$ cat config.mk
export PLATFORM = sky130hd
export DESIGN_NAME = dual_grant_arbiter_flat
export DESIGN_NICKNAME = d
export VERILOG_FILES = /design/src/rtl/dual_grant_arbiter_if.sv /design/src/rtl/dual_grant_arbiter.sv /design/src/flat_wrapper.sv
export SDC_FILE = /design/constraint.sdc
export NUM_CORES = 1
export LEC_CHECK = 0
export BUFFER_PORTS_ARGS = -buffer_cell sky130_fd_sc_hd__buf_2
export CAP_MARGIN = 20
export CORE_ASPECT_RATIO = 1.1
export CORE_MARGIN = 2
export CORE_UTILIZATION = 56
export DETAILED_ROUTE_END_ITERATION = 12
export PLACE_DENSITY_LB_ADDON = 0.2
export SLEW_MARGIN = 15
export SYNTH_ARGS = -nofsm -noshare
export SYNTH_HDL_FRONTEND = slang
export SYNTH_SLANG_ARGS = --single-unit
$ cat constraint.sdc
create_clock -name clk -period 5.97 [get_ports clk]
set_input_delay 1.194 -clock clk [delete_from_list [all_inputs] [get_ports clk]]
set_output_delay 1.194 -clock clk [all_outputs]
set_load 0.01 [all_outputs]
$ cat src/rtl/dual_grant_arbiter_if.sv
// rtl/dual_grant_arbiter_if.sv - request/ack/grant bundle between requesters and the dual grant arbiter
//
// Purpose: groups the request vector, the two slot acks and the grant-side
// outputs of dual_grant_arbiter into one bundle.
// Signals:
//   req        N   request vector, requester i holds req[i] until acked
//   ack1/ack2  1   slot grant consumed this cycle
//   gnt*_idx   IW  index held by each slot
//   gnt*_valid 1   slot holds a grant
//   gnt_onehot N   one-hot OR of both valid grants
//   busy_cnt   2   number of valid slots
// Modports: master = requester/consumer side, slave = arbiter side.
interface dual_grant_arbiter_if #(
    parameter int N  = 4,
    parameter int IW = $clog2(N)
);
    logic [N-1:0]  req;
    logic          ack1;
    logic          ack2;
    logic [IW-1:0] gnt1_idx;
    logic          gnt1_valid;
    logic [IW-1:0] gnt2_idx;
    logic          gnt2_valid;
    logic [N-1:0]  gnt_onehot;
    logic [1:0]    busy_cnt;

    modport master (
        output req, ack1, ack2,
        input  gnt1_idx, gnt1_valid, gnt2_idx, gnt2_valid, gnt_onehot, busy_cnt
    );

    modport slave (
        input  req, ack1, ack2,
        output gnt1_idx, gnt1_valid, gnt2_idx, gnt2_valid, gnt_onehot, busy_cnt
    );
endinterface

$ cat src/rtl/dual_grant_arbiter.sv
// rtl/dual_grant_arbiter.sv - registered two-slot request arbiter, fixed or round-robin priority
//
// Purpose: picks up to two distinct requesters from bus.req and holds each
// winner in a grant slot until the consumer acks that slot.
// Ports:
//   clk    clock, all state updates on the rising edge
//   rst_n  synchronous reset, active low
//   bus    slave side of dual_grant_arbiter_if (req, ack1/2 in; grants out)
module dual_grant_arbiter #(
    parameter int  N           = 4,
    parameter int  ROUND_ROBIN = 0,
    localparam int IW          = $clog2(N)
) (
    input  logic                clk,
    input  logic                rst_n,
    dual_grant_arbiter_if.slave bus
);

    logic [IW-1:0] gnt1_idx_q, gnt1_idx_d;
    logic [IW-1:0] gnt2_idx_q, gnt2_idx_d;
    logic          gnt1_valid_q, gnt1_valid_d;
    logic          gnt2_valid_q, gnt2_valid_d;
    logic [N-1:0]  onehot_q, onehot_d;
    logic [1:0]    busy_q, busy_d;
    logic [IW-1:0] ptr_q, ptr_d;

    logic          ack1_eff, ack2_eff;
    logic          free1, free2;
    logic          held1, held2;
    logic [N-1:0]  held_mask;
    logic [N-1:0]  elig;
    logic          hit1_found, hit2_found;
    logic [IW-1:0] hit1_idx, hit2_idx;

    // Decrement modulo N; N need not be a power of two, so 0 wraps to N-1.
    function automatic logic [IW-1:0] dec_mod(input logic [IW-1:0] x);
        return (x == '0) ? IW'(N - 1) : x - IW'(1);
    endfunction

    function automatic logic [N-1:0] to_onehot(input logic [IW-1:0] x);
        return N'(1) << x;
    endfunction

    // Acks only count against a slot that actually holds a grant.
    assign ack1_eff = bus.ack1 & gnt1_valid_q;
    assign ack2_eff = bus.ack2 & gnt2_valid_q;
    assign held1    = gnt1_valid_q & ~ack1_eff;
    assign held2    = gnt2_valid_q & ~ack2_eff;
    assign free1    = ~held1;
    assign free2    = ~held2;

    // A held index is invisible to the search so both slots stay distinct.
    assign held_mask = (held1 ? to_onehot(gnt1_idx_q) : '0)
                     | (held2 ? to_onehot(gnt2_idx_q) : '0);
    assign elig      = bus.req & ~held_mask;

    // The search starts from the pointer value that will be stored this edge;
    // slot 2's ack takes precedence so the just-served slot-2 index goes last.
    always_comb begin
        ptr_d = IW'(N - 1);
        if (ROUND_ROBIN != 0) begin
            if (ack2_eff)      ptr_d = dec_mod(gnt2_idx_q);
            else if (ack1_eff) ptr_d = dec_mod(gnt1_idx_q);
            else               ptr_d = ptr_q;
        end
    end

    // Walk downward from ptr_d, wrapping mod N, keeping the first two hits.
    always_comb begin
        int            start;
        int            cand;
        logic [IW-1:0] cand_idx;
        hit1_found = 1'b0;
        hit2_found = 1'b0;
        hit1_idx   = '0;
        hit2_idx   = '0;
        start      = int'(ptr_d);
        for (int k = 0; k < N; k++) begin
            cand     = (start >= k) ? (start - k) : (start + N - k);
            cand_idx = IW'(cand);
            if (elig[cand_idx]) begin
                if (!hit1_found) begin
                    hit1_found = 1'b1;
                    hit1_idx   = cand_idx;
                end else if (!hit2_found) begin
                    hit2_found = 1'b1;
                    hit2_idx   = cand_idx;
                end
            end
        end
    end

    // Slot allocation; a slot that finds no hit goes invalid but keeps its idx.
    always_comb begin
        gnt1_valid_d = gnt1_valid_q;
        gnt1_idx_d   = gnt1_idx_q;
        gnt2_valid_d = gnt2_valid_q;
        gnt2_idx_d   = gnt2_idx_q;
        if (free1 && free2) begin
            gnt1_valid_d = hit1_found;
            if (hit1_found) gnt1_idx_d = hit1_idx;
            gnt2_valid_d = hit2_found;
            if (hit2_found) gnt2_idx_d = hit2_idx;
        end else if (free1) begin
            gnt1_valid_d = hit1_found;
            if (hit1_found) gnt1_idx_d = hit1_idx;
        end else if (free2) begin
            gnt2_valid_d = hit1_found;
            if (hit1_found) gnt2_idx_d = hit1_idx;
        end
        onehot_d = (gnt1_valid_d ? to_onehot(gnt1_idx_d) : '0)
                 | (gnt2_valid_d ? to_onehot(gnt2_idx_d) : '0);
        busy_d   = {1'b0, gnt1_valid_d} + {1'b0, gnt2_valid_d};
    end

    always_ff @(posedge clk) begin
        if (!rst_n) begin
            gnt1_valid_q <= 1'b0;
            gnt1_idx_q   <= '0;
            gnt2_valid_q <= 1'b0;
            gnt2_idx_q   <= '0;
            onehot_q     <= '0;
            busy_q       <= '0;
            ptr_q        <= IW'(N - 1);
        end else begin
            gnt1_valid_q <= gnt1_valid_d;
            gnt1_idx_q   <= gnt1_idx_d;
            gnt2_valid_q <= gnt2_valid_d;
            gnt2_idx_q   <= gnt2_idx_d;
            onehot_q     <= onehot_d;
            busy_q       <= busy_d;
            ptr_q        <= ptr_d;
        end
    end

    assign bus.gnt1_idx   = gnt1_idx_q;
    assign bus.gnt1_valid = gnt1_valid_q;
    assign bus.gnt2_idx   = gnt2_idx_q;
    assign bus.gnt2_valid = gnt2_valid_q;
    assign bus.gnt_onehot = onehot_q;
    assign bus.busy_cnt   = busy_q;

endmodule

$ cat src/flat_wrapper.sv
// flat-port wrapper written by rule: the top's interface ports become plain ports
module dual_grant_arbiter_flat 
#(
    parameter int  N           = 4,
    parameter int  ROUND_ROBIN = 0,
    localparam int IW          = $clog2(N)
)
  (clk, rst_n, bus_req, bus_ack1, bus_ack2, bus_gnt1_idx, bus_gnt1_valid, bus_gnt2_idx, bus_gnt2_valid, bus_gnt_onehot, bus_busy_cnt);
  dual_grant_arbiter_if #(.N(N)) bus_i ();
  input  logic clk;
  input  logic rst_n;
  input wire logic [$bits(bus_i.req)-1:0] bus_req;
  input wire logic [$bits(bus_i.ack1)-1:0] bus_ack1;
  input wire logic [$bits(bus_i.ack2)-1:0] bus_ack2;
  output wire logic [$bits(bus_i.gnt1_idx)-1:0] bus_gnt1_idx;
  output wire logic [$bits(bus_i.gnt1_valid)-1:0] bus_gnt1_valid;
  output wire logic [$bits(bus_i.gnt2_idx)-1:0] bus_gnt2_idx;
  output wire logic [$bits(bus_i.gnt2_valid)-1:0] bus_gnt2_valid;
  output wire logic [$bits(bus_i.gnt_onehot)-1:0] bus_gnt_onehot;
  output wire logic [$bits(bus_i.busy_cnt)-1:0] bus_busy_cnt;
  assign bus_i.req = bus_req;
  assign bus_i.ack1 = bus_ack1;
  assign bus_i.ack2 = bus_ack2;
  assign bus_gnt1_idx = bus_i.gnt1_idx;
  assign bus_gnt1_valid = bus_i.gnt1_valid;
  assign bus_gnt2_idx = bus_i.gnt2_idx;
  assign bus_gnt2_valid = bus_i.gnt2_valid;
  assign bus_gnt_onehot = bus_i.gnt_onehot;
  assign bus_busy_cnt = bus_i.busy_cnt;
  dual_grant_arbiter #(.N(N), .ROUND_ROBIN(ROUND_ROBIN)) u_core (.clk(clk), .rst_n(rst_n), .bus(bus_i));
endmodule
==> out/metrics.yaml, run 1 <==
run_status:
  outcome: "completed"
layout:
  insertedDiodeCount: 0
  areaGrowthSynthToFinish_pct: 13.0
  multiInputGateArea_sq_um: 638
  stdcell_count: 138
  fin_nets: 135
  seq_area_sq_um: 240
  drive_gt1_frac: 0.306
  fillers: 133
synth:
  synthFlopType: "dfxtp_1"
  avgSynthCellArea_sq_um: 8.90
  syn_nets: 115
  synth_area_leaders: "dfxtp_1 (26%), ha_1 (5.5%), nand3_1 (4.4%)"
  yosys.cell_count.top_type: "dfxtp_1"
  yosysUniqueCellTypes: 49
  yosys_warnings: 0
  synth_top_area_cell: "dfxtp_1"
  yosysSeqAreaShare: 0.262
  synth_top_area_frac: 0.262
  syn_inst: 103
  ys_seq_elements: 12
  synth_commonest_cells: "dfxtp_1 (12), nand3_1 (8), nand2_1 (7), and2_1 (6)"
  async_reset_ff_frac: 0
  netlist_area_sq_um: 917
  synth-edff-count: 0
critical_path:
  endpoint_kind: "register"
  reg2regPathDepth: 11
  crit_slowest_cell: "a311o_1"
  critical_path_depth: 12
  startpoint_type: "input pin"
  crit_chain: "buf_2 -> nor2b_1 -> nand3_1 -> nand3_1 -> ha_1 -> o21bai_1 -> a21oi_1 -> a21oi_1 -> o211ai_1 -> a311o_1 -> and3_4 -> and2_1"
  crit_type: "in2reg"
  path_delay_family: "compound AO/OA/AOI/OAI gates"
  path_max_fanout: 11
  slowest_delay_ns: 0.41
  required_ns: 6.13
  cp_num_buf_inv: 1
  arrival_ns: 3.60
detailed_routing:
  antenna_left: 0
  drtIter0Drc: 35
  drt_wl_total_mm: 2.00
  drc_errors: 0
  vias: 845
  routed_via_density: 6.12
  post_drt_wl_per_cell_um: 14.5
  first_pass_iters: 6
clock_network:
  postCtsSetupBuffers: 0
  cts_resized: 0
  numCtsBuffers: 3
  clk_pin_slew_ns: 0.06
  clkSinkCount: 12
  cts_tree: "yes"
  clk_latency_ns: 0.27
  htreeDepth: 1
  cts-root-buf: "clkbuf_4"
  postCtsHoldBufs: 0
  clk_path_buf_depth: 2
global_routing:
  antenna_found_initial: 0
  groute.layer.met2.usage: 0.354
  grt.met1_usage: 0.268
  use_met3: 0.0235
  grt_pass1_wl_mm: 3.18
  first_global_vias: 728
  busiest_layer: "met2"
  grt_max_degree: 15
  grt_remaining_overflow: 0
  grt_usage: 0.221
pwr:
  ir_drop_v: 0.0000844
  powerDensity_mw_per_mm2: 227
  leakage_nw: 0.446
timing:
  final-hold-violation-count: 0
  tightestPinTransition_ns: 0.573
  fin_crit_ns: 3.44
  fin_skew_ns: 0.00196
  setup-violations-final: 0
  finalMaxSlewViolations: 0
  rsz0062_at_grt: "no"
  relSlewSlack: 0.613
  fmax_ghz: 0.291
  finalCritPeriodShare: 0.575
  fin_setup_tns_ns: 0
hold_path:
  hp-class: "reg2reg"
  holdPathStages: 2
floorplan:
  core_sq_mm: 0.00156
  initial_utilization: 0.589
  ioPinCount: 20
  chipHeight_um: 46.4
  num_rows: 15
  die_area_sq_mm: 0.00198
  die_x_um: 42.6
placed_design:
  io_buffers: 19
  place_congestion: 0.899
  post-dp-hpwl_mm: 1.55
  dpl.cell_count: 135
run:
  maxCapViolations: 0
## per-stage QoR
stage	hold slack, ns	cell area [sq um]	utilization	total power, W	setup slack, ns
floorplan	0.647	917	-	0.000165	2.88
global placement	0.646	1010	0.651	0.000189	2.35
detailed placement	0.662	1010	0.651	0.000190	2.30
CTS	0.671	1040	0.665	0.000236	2.56
global route	0.696	1040	0.665	0.000248	2.36
finish	0.662	1040	0.665	0.000235	2.53
## worst reg2reg max path, cell delays in order (launching register included)
cell and delay [ns]:
dfxtp_1 0.45, nor2b_1 0.28, nand3_1 0.12, nand3_1 0.19, ha_1 0.40, o21bai_1 0.17
a21oi_1 0.08, a21oi_1 0.13, o211ai_1 0.17, a311o_1 0.42, and3_4 0.20, and2_1 0.15
## layout by cell type (no fill, tap or decap), types with 4 or more instances in the layout
cell type	instances
ha_1	4
inv_1	5
dfxtp_1	12
nand3_1	8
nand2_1	7
nand3b_1	5
buf_2	19
and2_1	6
## sequential cells by signal, indices dropped and copies added (netlist names)
| name | cells |
|---|---|
| u_core.bus.gnt1_idx | 2 |
| u_core.bus.gnt1_valid | 1 |
| u_core.bus.gnt_onehot | 4 |
| u_core.bus.gnt2_idx | 2 |
| u_core.bus.busy_cnt | 2 |
| u_core.bus.gnt2_valid | 1 |
## path summary, 6_finish.rpt
kind                                                     endpoint  slack, ns                         startpoint
worst min-delay path            u_core.bus.gnt1_idx[1]$_SDFF_PN0_       0.66  u_core.bus.gnt1_idx[1]$_SDFF_PN0_
worst max-delay path            u_core.bus.gnt2_idx[0]$_SDFF_PN0_       2.53                           bus_ack2
worst max register to register  u_core.bus.gnt2_idx[0]$_SDFF_PN0_       3.12   u_core.bus.gnt1_valid$_SDFF_PN0_
worst min register to register  u_core.bus.gnt1_idx[1]$_SDFF_PN0_       0.66  u_core.bus.gnt1_idx[1]$_SDFF_PN0_
## cell families after synthesis
logic type / share of synthesized area
AND/OR/NAND/NOR: 0.342
flip-flops: 0.262
AO/OA/AOI/OAI: 0.261
buffers and inverters: 0.0423
adder cells (fa/ha/maj): 0.0546
multiplexers: 0.0382
## power breakdown
group | total [W] | internal [W] | leakage [nW] | switching (W)
logic | 0.0000868 | 0.0000405 | 0.332 | 0.0000463
clock network | 0.0000465 | 0.0000233 | 0.0138 | 0.0000232
registers | 0.000102 | 0.0000908 | 0.0999 | 0.0000109
total | 0.000235 | 0.000155 | 0.446 | 0.0000804
## area by class of cell
class                      count  area share
timing repair buffer          19      0.0918
tap                           17      0.0205
clock buffer                   3      0.0217
multi-input combinational     82       0.616
sequential                    12       0.232
inverter                       5      0.0181
## metal layers
layer / share of wire / up-vias
li1: - / 429
met1: 0.46 / 378
met2: 0.47 / 30
met3: 0.039 / 8
met4: 0.035 / 0
met5: 0 / -
(Power assumes the default switching activity.)
==> inputs of run 2 (changes only) <==
CORE_UTILIZATION = 47   (was 56)
clock period = 3.1 ns   (was 5.97 ns; I/O delays follow)
==> out/metrics.yaml, run 2 (same netlist as run 1, synthesis figures left out) <==
detailed_routing:
  drc_errors: 0  # unchanged
  drtIter0Drc: 15  # -57%
  routed_via_density: 6.16  # +0.65%
  drt_wl_total_mm: 2.10  # +5.1%
  vias: 869  # +2.8%
  first_pass_iters: 5  # -1
  post_drt_wl_per_cell_um: 14.9  # +2.8%
  antenna_left: 0  # unchanged
critical_path:
  crit_chain: "buf_2 -> nor2b_1 -> nand3_1 -> nand3_1 -> ha_1 -> buf_4 -> nand2_1 -> a2bb2oi_1 -> a2111oi_0 -> a221o_1 -> nand3_1 -> o22ai_1"
  reg2regPathDepth: 11  # unchanged
  crit_type: "in2reg"
  startpoint_type: "input pin"
  slowest_delay_ns: 0.44  # +0.03 ns
  arrival_ns: 2.83  # -0.77 ns
  path_max_fanout: 10  # -1
  regToRegStartpoint: "u_core.bus.gnt1_valid$_SDFF_PN0_"
  endpoint_kind: "register"
  ff2ff_setup_slack_ns: 0.50  # -2.62 ns
  reg2reg_to: "u_core.bus.gnt_onehot[3]$_SDFF_PN0_"
  critPathMostFrequentCell: "nand3_1"
  required_ns: 3.30  # -2.83 ns
  cp_num_buf_inv: 2  # +1
  path_delay_family: "compound AO/OA/AOI/OAI gates"
  crit_slowest_cell: "a2111oi_0"
layout:
  largest_register_ff_count: 4  # unchanged
  insertedDiodeCount: 0  # unchanged
  seq_area_sq_um: 240  # unchanged
  fin_nets: 136  # +0.74%
  areaGrowthSynthToFinish_pct: 15.4
  fillers: 164  # +23%
  multiInputGateArea_sq_um: 638  # unchanged
  final_common_cell: "buf_2"
  final_cell_mix: "buf_2 (19), dfxtp_1 (12), nand3_1 (8)"
  final_area_sq_mm: 0.00106  # +2.2%
  drive_gt1_frac: 0.317  # +0.0113
floorplan:
  chipHeight_um: 50.3  # +8.4%
  ioPinCount: 20  # unchanged
  initial_utilization: 0.509  # -0.0797
  core_sq_mm: 0.00180  # +16%
  num_rows: 16  # +1
  die_area_sq_mm: 0.00232  # +17%
  die_x_um: 46.1  # +8.3%
hold_path:
  hp-class: "in2reg"
  holdPathStages: 2  # unchanged
  worst_hold_startpoint: "rst_n"
  min_to: "u_core.bus.gnt1_idx[1]$_SDFF_PN0_"
global_routing:
  use_met3: 0.0108  # -0.0127
  groute.layer.met2.usage: 0.333  # -0.0205
  grt.met1_usage: 0.254  # -0.0144
  grt_remaining_overflow: 0  # unchanged
  antenna_found_initial: 0  # unchanged
  busiest_layer: "met2"
  grt_usage: 0.197  # -0.0238
  grt_pass1_wl_mm: 3.37  # +5.9%
  grt_max_degree: 15  # unchanged
  first_global_vias: 734  # +0.82%
placed_design:
  placed_cell_area_sq_mm: 0.00102  # +0.86%
  io_buffers: 19  # unchanged
  post-dp-hpwl_mm: 1.64  # +5.8%
  place_congestion: 0.864  # -3.9%
  pre_cts_ws_ns: 0.196  # -2.10 ns
timing:
  setup-violations-final: 0  # unchanged
  worst_slack_ns: 0.471  # -2.06 ns
  final-hold-violation-count: 0  # unchanged
  tightestPinTransition_ns: 0.531  # -0.0420 ns
  whs_ns: 0.696  # +0.0338 ns
  fmax_ghz: 0.380
  fin_crit_ns: 2.63
  rsz0062_at_grt: "no"
  fin_skew_ns: 0.00434  # +0.00238 ns
  fin_setup_tns_ns: 0  # unchanged
  finalCritPeriodShare: 0.848
  relSlewSlack: 0.641  # +0.0284
  finalMaxSlewViolations: 0  # unchanged
clock_network:
  postCtsSetupBuffers: 0  # unchanged
  clk_path_buf_depth: 2  # unchanged
  clk_pin_slew_ns: 0.07  # about the same
  postCtsHoldBufs: 0  # unchanged
  cts_tree: "yes"
  htreeDepth: 1  # unchanged
  cts-root-buf: "clkbuf_4"
  numCtsBuffers: 3  # unchanged
  clk_latency_ns: 0.27  # about the same
  cts_resized: 0  # unchanged
  clkSinkCount: 12  # unchanged
run:
  maxCapViolations: 0  # unchanged
run_status:
  outcome: "completed"
pwr:
  ir_drop_v: 0.000219  # +160%
  leakage_nw: 0.458  # +2.8%
  powerDensity_mw_per_mm2: 461  # +100%
## run 2: worst max path at each step
stage                                           startpoint                                   to  slack (ns)  cells after the start
after floorplan                                   bus_ack2    u_core.bus.gnt2_idx[0]$_SDFF_PN0_        0.58                     11
after global routing      u_core.bus.gnt1_valid$_SDFF_PN0_  u_core.bus.gnt_onehot[3]$_SDFF_PN0_        0.27                     11
after global placement                            bus_ack2  u_core.bus.gnt_onehot[3]$_SDFF_PN0_        0.23                     12
after detailed placement                          bus_ack2  u_core.bus.gnt_onehot[3]$_SDFF_PN0_        0.20                     12
final                                             bus_ack2  u_core.bus.gnt_onehot[3]$_SDFF_PN0_        0.47                     12
after CTS                                         bus_ack2  u_core.bus.gnt_onehot[3]$_SDFF_PN0_        0.47                     12
## run 2: layout make-up
type,count,share of cell area
clock buffer,4,0.0343
sequential,12,0.227
inverter,5,0.0177
tap,18,0.0213
timing repair buffer,20,0.0969
multi-input combinational,82,0.603
## run 2: worst register-to-register path: cells and delay by family (launching register included)
family	cells	cell delay [ns]
adder cells (fa/ha/maj)	1	0.20
flip-flops	1	0.43
buffers and inverters	1	0.16
AO/OA/AOI/OAI	4	0.98
AND/OR/NAND/NOR	5	0.76
## run 2: routing by layer
layer  vias to the layer above  share of wire
met2                        25           0.49
met1                       409           0.46
met3                         5          0.031
met5                         -              0
li1                        430              -
met4                         0          0.019
## run 2: power by group
group / switching [W] / internal, W
Combinational: 0.0000912 / 0.0000791
Clock: 0.0000495 / 0.0000714
Sequential: 0.0000215 / 0.000175
Total: 0.000162 / 0.000325
## run 2: through the flow
stage,util,std cells,total power (W)
finish,0.588,141,0.000487
global route,0.588,141,0.000522
CTS,0.588,141,0.000488
detailed placement,0.567,137,0.000369
global placement,0.567,137,0.000366
floorplan,-,103,0.000318
